### config.mk
export PLATFORM = sky130hd
export DESIGN_NAME = program_counter_stack_flat
export DESIGN_NICKNAME = d
export VERILOG_FILES = /design/src/rtl/program_counter_stack_if.sv /design/src/rtl/program_counter_stack.sv /design/src/flat_wrapper.sv
export SDC_FILE = /design/constraint.sdc
export NUM_CORES = 1
export LEC_CHECK = 0
export CAP_MARGIN = 0
export CORE_MARGIN = 3
export CORE_UTILIZATION = 61
export CTS_CLUSTER_SIZE = 8
export DETAILED_ROUTE_END_ITERATION = 6
export GPL_ROUTABILITY_DRIVEN = 0
export PLACE_DENSITY = 0.84
export RECOVER_POWER = 50
export REMOVE_ABC_BUFFERS = 1
export SETUP_SLACK_MARGIN = 0.2
export SLEW_MARGIN = 20
export SYNTH_ARGS = -nofsm -noshare
export SYNTH_HDL_FRONTEND = slang
export SYNTH_SLANG_ARGS = --single-unit
### constraint.sdc
create_clock -name clk -period 3.6 [get_ports clk]
set_input_delay 0.54 -clock clk [delete_from_list [all_inputs] [get_ports clk]]
set_output_delay 0.54 -clock clk [all_outputs]
set_load 0.02 [all_outputs]
### src/rtl/program_counter_stack_if.sv
// program_counter_stack_if: command strobes, target/offset, fetch address and stack status
interface program_counter_stack_if #(
   parameter int WIDTH = 8
);
   logic             pc_enable;
   logic             ld;
   logic             br;
   logic             call;
   logic             ret;
   logic [WIDTH-1:0] inp;
   logic [WIDTH-1:0] out;
   logic             stack_empty;
   logic             stack_full;
   logic             stack_err;
   modport master (
      output pc_enable, ld, br, call, ret, inp,
      input  out, stack_empty, stack_full, stack_err
   );
   modport slave (
      input  pc_enable, ld, br, call, ret, inp,
      output out, stack_empty, stack_full, stack_err
   );
endinterface

### src/rtl/program_counter_stack.sv
// program_counter_stack: fetch-address register with return-address stack, relative branch and sticky stack error
module program_counter_stack #(
   parameter int               WIDTH        = 8,
   parameter int               STACK_DEPTH  = 4,
   parameter logic [WIDTH-1:0] RESET_VECTOR = '0,
   parameter int               INC          = 1
) (
   input logic                    clk,
   input logic                    reset,
   program_counter_stack_if.slave bus
);
   localparam int            PW   = $clog2(STACK_DEPTH + 1);
   localparam logic [PW-1:0] FULL = PW'(STACK_DEPTH);
   logic [WIDTH-1:0] pc_q, pc_d, pc_inc, top;
   logic [PW-1:0]    sp_q, sp_d;
   logic             push, err_q, err_d, empty_q, full_q;
   logic [WIDTH-1:0] stack_q [STACK_DEPTH];
   assign pc_inc = pc_q + WIDTH'(INC);
   // top of stack is the entry just below the pointer
   always_comb begin
      top = '0;
      for (int i = 0; i < STACK_DEPTH; i++)
         if (sp_q == PW'(i + 1)) top = stack_q[i];
   end
   // ret > call > ld > br > pc_enable > hold
   always_comb begin
      pc_d  = pc_q;
      sp_d  = sp_q;
      err_d = err_q;
      push  = 1'b0;
      if (bus.ret) begin
         if (sp_q == '0) err_d = 1'b1;
         else begin
            pc_d = top;
            sp_d = sp_q - PW'(1);
         end
      end else if (bus.call) begin
         if (sp_q == FULL) err_d = 1'b1;
         else begin
            push = 1'b1;
            pc_d = bus.inp;
            sp_d = sp_q + PW'(1);
         end
      end else if (bus.ld) pc_d = bus.inp;
      else if (bus.br) pc_d = pc_q + bus.inp;
      else if (bus.pc_enable) pc_d = pc_inc;
   end
   always_ff @(posedge clk or negedge reset) begin
      if (!reset) begin
         pc_q    <= RESET_VECTOR;
         sp_q    <= '0;
         err_q   <= 1'b0;
         empty_q <= 1'b1;
         full_q  <= 1'b0;
      end else begin
         pc_q    <= pc_d;
         sp_q    <= sp_d;
         err_q   <= err_d;
         empty_q <= sp_d == '0;
         full_q  <= sp_d == FULL;
      end
   end
   // storage has no reset; the pointer alone defines validity
   always_ff @(posedge clk) begin
      for (int i = 0; i < STACK_DEPTH; i++)
         if (reset && push && sp_q == PW'(i)) stack_q[i] <= pc_inc;
   end
   assign bus.out         = pc_q;
   assign bus.stack_empty = empty_q;
   assign bus.stack_full  = full_q;
   assign bus.stack_err   = err_q;
endmodule
### src/flat_wrapper.sv
// flat-port wrapper written by rule: the top's interface ports become plain ports
module program_counter_stack_flat 
#(
   parameter int               WIDTH        = 8,
   parameter int               STACK_DEPTH  = 4,
   parameter logic [WIDTH-1:0] RESET_VECTOR = '0,
   parameter int               INC          = 1
)
  (clk, reset, bus_pc_enable, bus_ld, bus_br, bus_call, bus_ret, bus_inp, bus_out, bus_stack_empty, bus_stack_full, bus_stack_err);
  program_counter_stack_if #(.WIDTH(WIDTH)) bus_i ();
  input logic clk;
  input logic reset;
  input wire logic [$bits(bus_i.pc_enable)-1:0] bus_pc_enable;
  input wire logic [$bits(bus_i.ld)-1:0] bus_ld;
  input wire logic [$bits(bus_i.br)-1:0] bus_br;
  input wire logic [$bits(bus_i.call)-1:0] bus_call;
  input wire logic [$bits(bus_i.ret)-1:0] bus_ret;
  input wire logic [$bits(bus_i.inp)-1:0] bus_inp;
  output wire logic [$bits(bus_i.out)-1:0] bus_out;
  output wire logic [$bits(bus_i.stack_empty)-1:0] bus_stack_empty;
  output wire logic [$bits(bus_i.stack_full)-1:0] bus_stack_full;
  output wire logic [$bits(bus_i.stack_err)-1:0] bus_stack_err;
  assign bus_i.pc_enable = bus_pc_enable;
  assign bus_i.ld = bus_ld;
  assign bus_i.br = bus_br;
  assign bus_i.call = bus_call;
  assign bus_i.ret = bus_ret;
  assign bus_i.inp = bus_inp;
  assign bus_out = bus_i.out;
  assign bus_stack_empty = bus_i.stack_empty;
  assign bus_stack_full = bus_i.stack_full;
  assign bus_stack_err = bus_i.stack_err;
  program_counter_stack #(.WIDTH(WIDTH), .STACK_DEPTH(STACK_DEPTH), .RESET_VECTOR(RESET_VECTOR), .INC(INC)) u_core (.clk(clk), .reset(reset), .bus(bus_i));
endmodule
=== Word-level counts from Yosys, hierarchy flattened ===
Memory sizes are Yosys's and may differ from the RTL's.
Index checks and enable logic that the tools add are counted.

* $add $sub $neg: 4
* Eq/ne operators: 8
* Reduce and logical (&&, ||, !) cells: 15
* Muxes and demuxes: 39

{| class="wikitable"
|+ Operators with widths
! kind !! count
|-
| 2-to-1 mux 8 bit || 14
|-
| OR reduction 8 bit || 3
|-
| 2-to-1 mux 1 bit || 18
|-
| 2-to-1 mux 3 bit || 4
|-
| adder 8 x 1 -> 8 bit (second input constant) || 1
|-
| adder 8 bit || 1
|-
| == test 3 x 2 -> 1 bit (second input constant) || 2
|-
| == test 3 bit (second input constant) || 2
|-
| logical NOT 3 bit || 2
|-
| 2-to-1 mux 2 bit || 3
|-
| AND reduction 3 bit || 2
|-
| logical AND 1 bit || 5
|-
| nonzero test 5 bit || 1
|-
| nonzero test 2 bit || 2
|-
| adder 3 x 1 -> 3 bit (second input constant) || 1
|-
| == test 3 x 1 -> 1 bit (second input constant) || 1
|-
| != test 3 bit (second input constant) || 1
|-
| subtractor 3 x 1 -> 3 bit (second input constant) || 1
|-
| != test 2 x 1 -> 1 bit (second input constant) || 1
|-
| != test 2 bit (second input constant) || 1
|}

* Memories kept: 1
* Bits of input ports: 15
* RAM bits: 32
* Bits in registers: 14
* Word-level logic and storage cells: 72
* Output and inout port bits: 11

{| class="wikitable"
|+ Memories
! name !! words !! width !! rd ports !! clocked after memory_dff !! wr ports !! RTL line !! source
|-
| u_core.stack_q || 4 || 8 || 4 || 0 || 1 || program_counter_stack.sv:17 || <nowiki>logic [WIDTH-1:0] stack_q [STACK_DEPTH];</nowiki>
|}

=== Logic depth before layout (Yosys ltp) ===
Gate-level depths: netlist of run 1.

* Depth in word-level cells: 12
* Mapped depth: 10
* Mapped depth without buffers: 8

=== Least setup slack after synthesis of run 1 ===
No wires, ideal clock.

* Path type: register to register
* Start point: reg u_core.pc_q[0], in the netlist u_core.bus.out[0]
* End point: reg u_core.pc_q[6], in the netlist u_core.bus.out[6]
* Data required time: 3.474 ns
* Setup time: 0.126 ns
* Buffers on the path: 0
* Cell stages (with the launch flop): 9
* Setup slack: 1.491 ns
* Period minus slack after synthesis: 2.109 ns
* Arrival time: 1.983 ns
* Cells stage by stage: dfrtp_1 > ha_1 > inv_1 > fa_1 > nor2b_1 > o211ai_1 > a21oi_1 > a31oi_1 > a221o_1

* Longest elaborated chain between the ends: 6
* Elaborated cells on any way between the ends: 7
* Classes of those cells: add/sub (2); mux (5)

{| class="wikitable"
|+ Ends and longest elaborated chain
! item !! RTL line !! source
|-
| start, declared || program_counter_stack.sv:14 || <nowiki>logic [WIDTH-1:0] pc_q, pc_d, pc_inc, top;</nowiki>
|-
| start signal, assigned || program_counter_stack.sv:56 || <nowiki>pc_q <= pc_d;</nowiki>
|-
| adder 8 x 1 -> 8 bit || program_counter_stack.sv:18 || <nowiki>assign pc_inc = pc_q + WIDTH'(INC);</nowiki>
|-
| 2-to-1 mux 8 bit || program_counter_stack.sv:46 || <nowiki>else if (bus.pc_enable) pc_d = pc_inc;</nowiki>
|-
| 2-to-1 mux 8 bit * || program_counter_stack.sv:45 || <nowiki>else if (bus.br) pc_d = pc_q + bus.inp;</nowiki>
|-
| 2-to-1 mux 8 bit * || program_counter_stack.sv:44 || <nowiki>end else if (bus.ld) pc_d = bus.inp;</nowiki>
|-
| 2-to-1 mux 8 bit * || program_counter_stack.sv:37 || <nowiki>end else if (bus.call) begin</nowiki>
|-
| 2-to-1 mux 8 bit * || program_counter_stack.sv:31 || <nowiki>if (bus.ret) begin</nowiki>
|}

Every way passes the cells marked *; elsewhere a longest branch is shown, timed or not. The select of a mux whose other input is x is not followed.
A chain may end at the register's enable or synchronous reset.

=== Worst setup path in the final report of run 1 ===
* Start point: in reset
* End point: mem u_core.stack_q[3][7] (enable)

* Longest elaborated chain between the ends: 8
* Elaborated cells on any way between the ends: 22
* Classes of those cells: mux (14); reduce/logical (8)

{| class="wikitable"
|+ Ends and longest elaborated chain
! item !! RTL line !! source
|-
| start, declared || flat_wrapper.sv:12 || <nowiki>input logic reset;</nowiki>
|-
| logical AND 1 bit * || program_counter_stack.sv:66 || <nowiki>if (reset && push && sp_q == PW'(i)) stack_q[i] <= pc_inc;</nowiki>
|-
| logical AND 1 bit || program_counter_stack.sv:66 ||
|-
| 2-to-1 mux 1 bit || program_counter_stack.sv:66 ||
|-
| 2-to-1 mux 1 bit (not written as such) || program_counter_stack.sv:66 ||
|-
| OR reduction 8 bit (no line) || - ||
|-
| 2-to-1 mux 2 bit (no line) or 2-to-1 mux 1 bit (tied branches) (3 in a row) || - ||
|-
| end, declared || program_counter_stack.sv:17 ||
|}

Every way passes the cells marked *; elsewhere a longest branch is shown, timed or not.

==> run metrics, run 1 <==
# H-tree levels 2; Clock Sinks 46; WP data arrival about 2.6 ns; Cell variety after synth between 50 and 60; DRT iter0 DRCs between 200 and 250; RSZ-0062 raised after global routing false; status finished, final reports clean; Post-Syn Instances about 250; Reg clk slew, reported paths 0.08 ns; share of the synthesized area in the top cell type 0.363; CP Capture Type register; sequential share of the synthesized area 0.496; Synth area leaders edfxtp_1 (36%), dfrtp_1 (12%), ha_1 (6.6%); hold depth 1; layout cells sized above 1 0.0769; Sw Share 0.421; post-route ant nets 0; CTS Hold Bufs 0; clock skew ~0.0054 ns; Worst R2R End u_core.bus.out[7]; I/O pin count 26; Clk pwr share 0.135; Int Pwr 1.31 mW; RR Startpoint u_core.sp_q[2]; Hold Path Class reg -> reg; DR vias/cell 6.21; DP HPWL 4210 microns; Final Cycle Share 0.733; number of port buffers 25; ys async rst share 0.304; vias in the first global route approximately 1,900; TritonCTS clock tree done; GRT overflow 0; Yosys warning total 0; dpl cell area about 2900 sq um; setup violators final 0; FF-to-FF path depth 6; design area between 3000 and 4000 sq um; row count 23; leakage 1.11 nW; Post-synth EDFFs 32; post-CTS resize count 0; flops & latches, synth 46; final wirelength approximately 5800 microns; Final Net Count approximately 300; min Tclk post-route 2.64 ns; final setup margin 0.960 ns; CTS root buf clkbuf_8; Net Switching ~0.95 mW; CTS max path bufs 2; Fin. Hold Viols 0; Logic pwr share 0.481; DR vias 2,005; Peak VDD IR about 0.43 mV; antenna violations before repair 0; CP Data Required Time 3.53 ns; Hold Crit Endpoint u_core.bus.stack_err; Syn Area/Cell ~11 sq um; Hold Worst Slack about 0.47 ns; Cell Area, Synth approximately 2600 sq um; Max transition margin 0.458; die footprint 5170 sq um; maximum number of pins on one net before global-route repair 19; Initial Util 0.648; Reg power frac 0.384; actual slew at the worst max-slew pin 0.813 ns; CP max FO 15; max-slew violations 0; number of CTS-inserted buffers 5; ANT cells 0; most common flop cell mapped by yosys edfxtp_1; pwr/cell area between 700 and 800 nW/um^2; die width approximately 70 microns; # DRC 0; commonest non-fill, non-tap cells in the layout edfxtp_1 (32), nand2_1 (25), clkdlybuf4s50_1 (20), ha_1 (14); Hold Crit Start u_core.bus.stack_err; pre-CTS setup slack a little over 0.9 ns; global-route wire length before repair roughly 9300 microns; Layout area overhead 13.5%; Crit Path Class in -> reg; DRT Pass-1 Iters 4; Peak Freq about 0.38 GHz; max_cap viols 0; most area-hungry cell type in the Yosys netlist edfxtp_1; flop-to-flop setup slack ~1.2 ns; core area just over 4000 sq um; most common cell after layout, fill and taps aside edfxtp_1; average wire per standard cell about 18 microns; die height slightly above 70 microns; Setup TNS 0 ns; Global Route Usage Sum 0.241; Startpoint Class input port; Setup Buffers After CTS 0; Filler Cells Inserted slightly above 300; clk_lat worst skew 0.30 ns
==> kinds of logic after synthesis <==
family,after synthesis,share of synthesized area
AOI/OAI and AO/OA,70,0.188
adders and majority gates,15,0.0737
xor gates and xnor gates,11,0.0364
muxes,3,0.0113
and+or+nand+nor,79,0.149
DFF,46,0.496
buffers and inverters,25,0.0453
==> power by group through the flow <==
stage                     Clock, mW  Combinational, mW  Sequential, mW
final                         0.306               1.09           0.872
after global routing          0.339               1.20           0.886
after CTS                     0.310               1.09           0.869
after detailed placement          0               1.09           0.878
after global placement            0               1.06           0.874
after floorplan                   0              0.669           0.913
==> worst max-delay path by stage <==
| stage | startpoint | end | slack (ns) |
|---|---|---|---|
| CTS | u_core.sp_q[2] | u_core.bus.out[7] | 1.24 |
| finish | reset | u_core.stack_q[3][7] | 0.96 |
| floorplan | u_core.bus.out[0] | u_core.bus.out[6] | 1.48 |
| global placement | bus_inp[0] | u_core.bus.out[6] | 0.95 |
| detailed placement | bus_inp[0] | u_core.bus.out[6] | 0.93 |
| global route | reset | u_core.stack_q[3][7] | 0.77 |
==> flip-flops by register name, indices dropped and copies added, names as in the netlist <==
| register | count |
|---|---|
| u_core.bus.stack_empty | 1 |
| u_core.bus.stack_full | 1 |
| u_core.bus.stack_err | 1 |
| u_core.sp_q | 3 |
| u_core.stack_q | 32 |
| u_core.bus.out | 8 |
==> metal layers <==
layer,share of wire,track usage,wire (microns)
met1,0.43,0.322,2470
met2,0.51,0.407,2910
met3,0.047,0.0374,272
met4,0.017,0.0731,100
met5,0,0,0
==> through the flow <==
step	power [mW]	utilization	cells
2_1_floorplan	1.58	-	234
4_1_cts	2.27	0.738	323
3_3_place_gp	1.93	0.716	315
6_report	2.27	0.736	323
5_1_grt	2.43	0.736	323
3_5_place_dp	1.97	0.716	315
==> Yosys cell counts, drive strengths merged, types with 5 or more instances <==
| master | n |
|---|---|
| a211oi | 6 |
| edfxtp | 32 |
| inv | 10 |
| o31ai | 6 |
| nor3 | 6 |
| nand2 | 25 |
| ha | 14 |
| a21oi | 13 |
| xnor2 | 5 |
| o21ai | 10 |
| nor2b | 5 |
| nand3 | 12 |
| dfrtp | 13 |
| buf | 6 |
| o211ai | 7 |
| a22oi | 10 |
| clkbuf | 9 |
| nor2 | 13 |
| xor2 | 6 |
==> area by class of cell <==
class / instances / area, sq um / share of cell area
Clock buffer: 5 / 68.8 / 0.0229
Clock inverter: 3 / 21.3 / 0.00707
Inverter: 10 / 37.5 / 0.0125
Multi-Input combinational cell: 178 / 1220 / 0.404
Sequential cell: 46 / 1310 / 0.437
Tap cell: 50 / 62.6 / 0.0208
Timing Repair Buffer: 31 / 288 / 0.0957
==> critical path: stages <==
cell and delay, ns:
dlygate4sd3_1 0.52, clkbuf_1 0.61, nand2_1 0.24, nor2_1 0.65
(Power assumes the default switching activity.)
==> inputs of run 2 (changes only) <==
--- a/config.mk
+++ b/config.mk
@@ -7,11 +7,11 @@
 export LEC_CHECK = 0
 export CAP_MARGIN = 0
 export CORE_MARGIN = 3
-export CORE_UTILIZATION = 61
+export CORE_UTILIZATION = 57
 export CTS_CLUSTER_SIZE = 8
 export DETAILED_ROUTE_END_ITERATION = 6
 export GPL_ROUTABILITY_DRIVEN = 0
-export PLACE_DENSITY = 0.84
+export PLACE_DENSITY = 0.8
 export RECOVER_POWER = 50
 export REMOVE_ABC_BUFFERS = 1
 export SETUP_SLACK_MARGIN = 0.2
==> constraint.sdc (replaced) <==
create_clock -name clk -period 2.8 [get_ports clk]
set_input_delay 0.42 -clock clk [delete_from_list [all_inputs] [get_ports clk]]
set_output_delay 0.42 -clock clk [all_outputs]
set_load 0.02 [all_outputs]
==> run metrics, run 2 (synthesis gave the netlist of run 1 again) <==
# DRC 0 (unchanged); leakage 1.15 nW (was 1.11 nW); CP max FO 3 (was 15); area of the multi-input gates 1220 sq um (unchanged); source of the critical timing path bus_inp[0] (was reset); Max transition margin 0.478 (was 0.458); post-route ant nets 0 (unchanged); RSZ-0062 raised after global routing false (unchanged); max_cap viols 0 (unchanged); Fin. Hold Viols 0 (unchanged); layout cells sized above 1 0.100 (was 0.0769); Hold Crit Start u_core.bus.stack_err (unchanged); actual slew at the worst max-slew pin 0.783 ns (was 0.813 ns); Top reg by flops u_core.stack_q (unchanged); overall power 2.90 mW (was 2.27 mW); ANT cells 0 (unchanged); final setup margin 0.552 ns (was 0.960 ns); vias in the first global route 1,908 (was 1,858); Setup crit end u_core.bus.out[6] (was u_core.stack_q[3][7]); FF-to-FF path depth 6 (unchanged); min Tclk post-route 2.25 ns; die width 74.2 microns (was 71.9 microns); die footprint 5500 sq um (was 5170 sq um); # H-tree levels 2 (unchanged); Filler Cells Inserted 333 (was 302); WP data arrival 2.43 ns (was 2.57 ns); DR vias 1,984 (was 2,005); TritonCTS clock tree done (unchanged); Reg power frac 0.372 (was 0.384); Setup TNS 0 ns (unchanged); Reg clk slew, reported paths 0.08 ns (about the same); most common cell after layout, fill and taps aside edfxtp_1 (unchanged); maximum number of pins on one net before global-route repair 18 (was 19); max-slew violations 0 (unchanged); RR Startpoint u_core.sp_q[0] (was u_core.sp_q[2]); core area 4410 sq um (was 4090 sq um); crit-path cells clkdlybuf4s50_1 > ha_1 > inv_1 > fa_1 > nor2b_1 > o211ai_1 > a21oi_1 > a31oi_1 > a221o_1 (was dlygate4sd3_1 > clkbuf_1 > nand2_1 > nor2_1); Clock Sinks 46 (unchanged); Hold Worst Slack 0.465 ns (was 0.472 ns); Sw Share 0.411 (was 0.421); flop-to-flop setup slack 0.62 ns (was 1.21 ns); Max stage delay on crit path 0.48 ns (was 0.65 ns); Peak VDD IR 0.580 mV (was 0.427 mV); Startpoint Class input port (unchanged); Final Cycle Share 0.803; Stages on worst setup path 9 (was 4); Final Net Count 309 (was 302); fin cells 332 (was 323); global-route wire length before repair 9280 microns (was 9350 microns); Initial Util 0.600 (was 0.648); delay-heaviest family, CP compound AO/OA/AOI/OAI gates (was buffers and inverters); pwr/cell area 949 nW/um^2 (was 754 nW/um^2); CTS max path bufs 2 (unchanged); Layout area overhead 15.4% (was 13.5%); CTS Hold Bufs 0 (unchanged); Logic pwr share 0.499 (was 0.481); CTS root buf clkbuf_8 (unchanged); FF+latch area 1310 sq um (unchanged); Peak Freq roughly 0.44 GHz; Clk pwr share 0.129 (was 0.135); pre-CTS setup slack 0.240 ns (was 0.925 ns); number of port buffers 25 (unchanged); Net Switching 1.19 mW (was 0.954 mW); max reg flops 32 (unchanged); die height 74.2 microns (was 71.9 microns); Hold Path Class reg -> reg (unchanged); status finished, final reports clean (unchanged); I/O pin count 26 (unchanged); CP Capture Type register (unchanged); DR vias/cell 5.98 (was 6.21); number of CTS-inserted buffers 5 (unchanged); commonest non-fill, non-tap cells in the layout edfxtp_1 (32), nand2_1 (25), clkdlybuf4s50_1 (20), ha_1 (14) (unchanged); Crit Path Class in -> reg (unchanged); slowest CP cell clkdlybuf4s50_1 (was nor2_1); row count 24 (was 23); Setup Buffers After CTS 0 (unchanged); DRT Pass-1 Iters 4 (unchanged); clk_lat worst skew 0.29 ns (was 0.30 ns); final wirelength 5750 microns (was 5760 microns); antenna violations before repair 0 (unchanged); average wire per standard cell 17.3 microns (was 17.8 microns); clock skew 0.00839 ns (was 0.00544 ns); Global Route Usage Sum 0.231 (was 0.241); CP Data Required Time 2.98 ns (was 3.53 ns); setup violators final 0 (unchanged); Worst Path Buf+Inv 2 (unchanged); DRT iter0 DRCs 146 (was 206); placed cell count 324 (was 315); DP HPWL 4300 microns (was 4210 microns); post-CTS resize count 0 (unchanged); Worst R2R End u_core.bus.stack_empty (was u_core.bus.out[7]); Int Pwr 1.71 mW (was 1.31 mW); GRT overflow 0 (unchanged)
run 2: changes by cell type in the layout (fill, tap and decap cells not counted), sizes merged:
| cell | previous run | this run |
|---|---|---|
| buf | 4 | 12 |
| clkinvlp | 1 | 0 |
run 2: worst min-delay path by stage:
stage	end	slack [ns]	cells past startpoint
5_1_grt	u_core.bus.stack_err	0.50	1
6_report	u_core.bus.stack_err	0.46	1
2_1_floorplan	u_core.bus.out[0]	0.12	0
4_1_cts	u_core.bus.stack_err	0.48	1
3_3_place_gp	u_core.bus.stack_err	0.45	1
3_5_place_dp	u_core.bus.stack_err	0.46	1
run 2: cell type report:
| cell class | count | area share |
|---|---|---|
| Multi-Input combinational cell | 178 | 0.398 |
| Clock buffer | 6 | 0.0237 |
| Sequential cell | 46 | 0.429 |
| Timing Repair Buffer | 38 | 0.113 |
| Inverter | 10 | 0.0123 |
| Tap cell | 52 | 0.0213 |
| Clock inverter | 2 | 0.00327 |
run 2: routing by layer:
layer	GRT usage	up-vias	wire [microns]
met2	0.384	57	2960
met4	0.0704	0	33
met1	0.311	941	2510
li1	-	983	-
met5	0	-	0
met3	0.0392	3	258
run 2: power by group through the flow:
stage               Clock [mW]  Sequential (mW)  Combinational (mW)
finish                   0.374             1.08                1.45
global route             0.407             1.11                1.61
CTS                      0.383             1.08                1.46
detailed placement           0             1.09                1.45
global placement             0             1.09                1.41
floorplan                    0             1.17               0.860
run 2: metrics by stage:
| stage | cell area (sq um) | utilization |
|---|---|---|
| 2_1_floorplan | 2570 | - |
| 3_3_place_gp | 2980 | 0.675 |
| 3_5_place_dp | 2980 | 0.675 |
| 4_1_cts | 3060 | 0.694 |
| 5_1_grt | 3060 | 0.693 |
| 6_report | 3060 | 0.693 |
==> inputs of run 3 (changes only) <==
--- a/config.mk
+++ b/config.mk
@@ -7,11 +7,11 @@
 export LEC_CHECK = 0
 export CAP_MARGIN = 0
 export CORE_MARGIN = 3
-export CORE_UTILIZATION = 57
+export CORE_UTILIZATION = 51
 export CTS_CLUSTER_SIZE = 8
 export DETAILED_ROUTE_END_ITERATION = 6
 export GPL_ROUTABILITY_DRIVEN = 0
-export PLACE_DENSITY = 0.8
+export PLACE_DENSITY = 0.75
 export RECOVER_POWER = 50
 export REMOVE_ABC_BUFFERS = 1
 export SETUP_SLACK_MARGIN = 0.2
==> constraint.sdc (replaced) <==
create_clock -name clk -period 1.9 [get_ports clk]
set_input_delay 0.285 -clock clk [delete_from_list [all_inputs] [get_ports clk]]
set_output_delay 0.285 -clock clk [all_outputs]
set_load 0.02 [all_outputs]
==> run metrics, run 3 (synthesis gave the netlist of run 1 again) <==
status finished, final reports clean (unchanged); TritonCTS clock tree done (unchanged); Net Switching 2.20 mW (was 1.19 mW); Sw Share 0.417 (was 0.411); Peak Freq 0.537 GHz; DR vias/cell 5.80 (was 5.98); Final Cycle Share 0.981; FF-to-FF path depth 8 (was 6); hold depth 1 (unchanged); final wirelength 6860 microns (was 5750 microns); ANT cells 0 (unchanged); die height 78.1 microns (was 74.2 microns); overall power 5.27 mW (was 2.90 mW); flop-to-flop setup slack 0.04 ns (was 0.62 ns); post-route ant nets 0 (unchanged); Reg clk slew, reported paths 0.09 ns (was 0.08 ns); RSZ-0062 raised after global routing true (was false); DP HPWL 4900 microns (was 4300 microns); DR vias 2,240 (was 1,984); Fin. Hold Viols 0 (unchanged); placed cell count 369 (was 324); # H-tree levels 2 (unchanged); routed length on met2 3440 microns (was 2960 microns); layout cells sized above 1 0.335 (was 0.100); Logic pwr share 0.583 (was 0.499); Startpoint Class register (was input port); DRT iter0 DRCs 157 (was 146); Hold Crit Endpoint u_core.bus.stack_err (unchanged); pwr/cell area 1460 nW/um^2 (was 949 nW/um^2); design area 3600 sq um (was 3060 sq um); row count 25 (was 24); Clock Sinks 46 (unchanged); clk_lat worst skew 0.30 ns (was 0.29 ns); Initial Util 0.543 (was 0.600); FF+latch area 1310 sq um (about the same); Peak VDD IR 0.810 mV (was 0.580 mV); most common cell after layout, fill and taps aside buf_4 (was edfxtp_1); CTS root buf clkbuf_8 (unchanged); global-route wire length before repair 10,800 microns (was 9280 microns); # DRC 0 (unchanged); Worst R2R End u_core.bus.out[6] (was u_core.bus.stack_empty); routed wl met3 375 microns (was 258 microns); number of port buffers 25 (unchanged); core area 4880 sq um (was 4410 sq um); antenna violations before repair 0 (unchanged); CP Data Required Time 2.10 ns (was 2.98 ns); max reg flops 32 (unchanged); WP data arrival 2.06 ns (was 2.43 ns); leakage 1.39 nW (was 1.15 nW); Final Net Count 348 (was 309); dpl cell area 3220 sq um (was 2980 sq um); Clk pwr share 0.120 (was 0.129); Max Used Layer met4 (unchanged); die footprint 6090 sq um (was 5500 sq um); fin cells 386 (was 332); Int Pwr 3.07 mW (was 1.71 mW); GRT overflow 0 (unchanged); Layout area overhead 36.0% (was 15.4%); area of the multi-input gates 1450 sq um (was 1220 sq um); min Tclk post-route roughly 1.9 ns; Hold Path Class reg -> reg (unchanged); Global Route Usage Sum 0.227 (was 0.231); Reg power frac 0.297 (was 0.372); I/O pin count 26 (unchanged); DRT Pass-1 Iters 4 (unchanged); max-slew violations 0 (unchanged); max_cap viols 0 (unchanged); die width 78.1 microns (was 74.2 microns); vias in the first global route 2,283 (was 1,908); Crit Path Class reg -> reg (was in -> reg); Met1 Wirelength 2930 microns (was 2510 microns); Max transition margin 0.449 (was 0.478); Filler Cells Inserted 353 (was 333); CP Capture Type register (unchanged); clock skew 0.00971 ns (was 0.00839 ns); CP max FO 2 (was 3); Hold Crit Start u_core.bus.stack_err (unchanged); setup violators final 0 (unchanged); commonest non-fill, non-tap cells in the layout buf_4 (44), edfxtp_1 (32), nand2_1 (24), dlygate4sd2_1 (14) (was edfxtp_1 (32), nand2_1 (25), clkdlybuf4s50_1 (20), ha_1 (14)); average wire per standard cell 17.8 microns (was 17.3 microns); Top reg by flops u_core.stack_q (unchanged); actual slew at the worst max-slew pin 0.827 ns (was 0.783 ns); maximum number of pins on one net before global-route repair 18 (unchanged); number of CTS-inserted buffers 5 (unchanged); RR Startpoint u_core.bus.out[0] (was u_core.sp_q[0]); CTS max path bufs 2 (unchanged)
run 3: power groups by stage:
stage / logic [mW] / clock network (mW) / registers (mW)
global placement: 2.48 / 0 / 1.56
CTS: 2.69 / 0.643 / 1.54
finish: 3.07 / 0.632 / 1.57
detailed placement: 2.54 / 0 / 1.56
global route: 3.33 / 0.683 / 1.59
floorplan: 1.27 / 0 / 1.73
run 3: final cells by class:
| cell class | count | area share |
|---|---|---|
| clock buffers | 5 | 0.0191 |
| multi-input cells | 178 | 0.402 |
| inverters | 10 | 0.0104 |
| repair buffers | 77 | 0.174 |
| flip-flops and latches | 46 | 0.365 |
| well taps | 67 | 0.0233 |
| clock inverters | 3 | 0.00729 |
run 3: per-stage QoR:
step | TNS [ns] | hold WS, ns | utilization | setup WS [ns]
finish | 0 | 0.507 | 0.738 | 0.0369
global route | -0.115 | 0.549 | 0.738 | -0.0611
CTS | 0 | 0.411 | 0.699 | 0.0267
detailed placement | -6.41 | 0.486 | 0.661 | -0.464
global placement | -5.19 | 0.450 | 0.661 | -0.444
floorplan | -0.228 | -0.0106 | - | -0.221
run 3: worst max path at each step:
stage	to	cells past startpoint	from
3_5_place_dp	u_core.bus.out[6]	9	bus_inp[0]
3_3_place_gp	u_core.bus.out[6]	9	bus_inp[0]
2_1_floorplan	u_core.bus.out[6]	8	u_core.bus.out[0]
5_1_grt	u_core.bus.out[6]	8	u_core.bus.out[0]
4_1_cts	u_core.bus.out[6]	8	u_core.bus.out[0]
6_report	u_core.bus.out[6]	8	u_core.bus.out[0]
run 3: worst max-delay path, cell delays in order (launching register included):
cell and delay, ns:
dfrtp_1 0.37, ha_2 0.19, inv_2 0.04, fa_2 0.34
nor2b_2 0.13, o211ai_1 0.10, a21oi_1 0.18, a31oi_1 0.11
a221o_1 0.30
run 3: timing repair:
| item | CTS | global route |
|---|---|---|
| pin swaps | 28 | 19 |
| resized for setup | 39 | 34 |
| buffers inserted | 3 | 6 |
| endpoints found under the setup margin | 46 | 30 |
| hold endpoints to repair | 0 | 0 |
| hold buffers | 0 | 0 |
run 3: layer usage:
| layer | vias to the layer above | global-route usage |
|---|---|---|
| li1 | 1068 | - |
| met1 | 1077 | 0.292 |
| met2 | 85 | 0.402 |
| met3 | 10 | 0.0424 |
| met4 | 0 | 0.0455 |
| met5 | - | 0 |
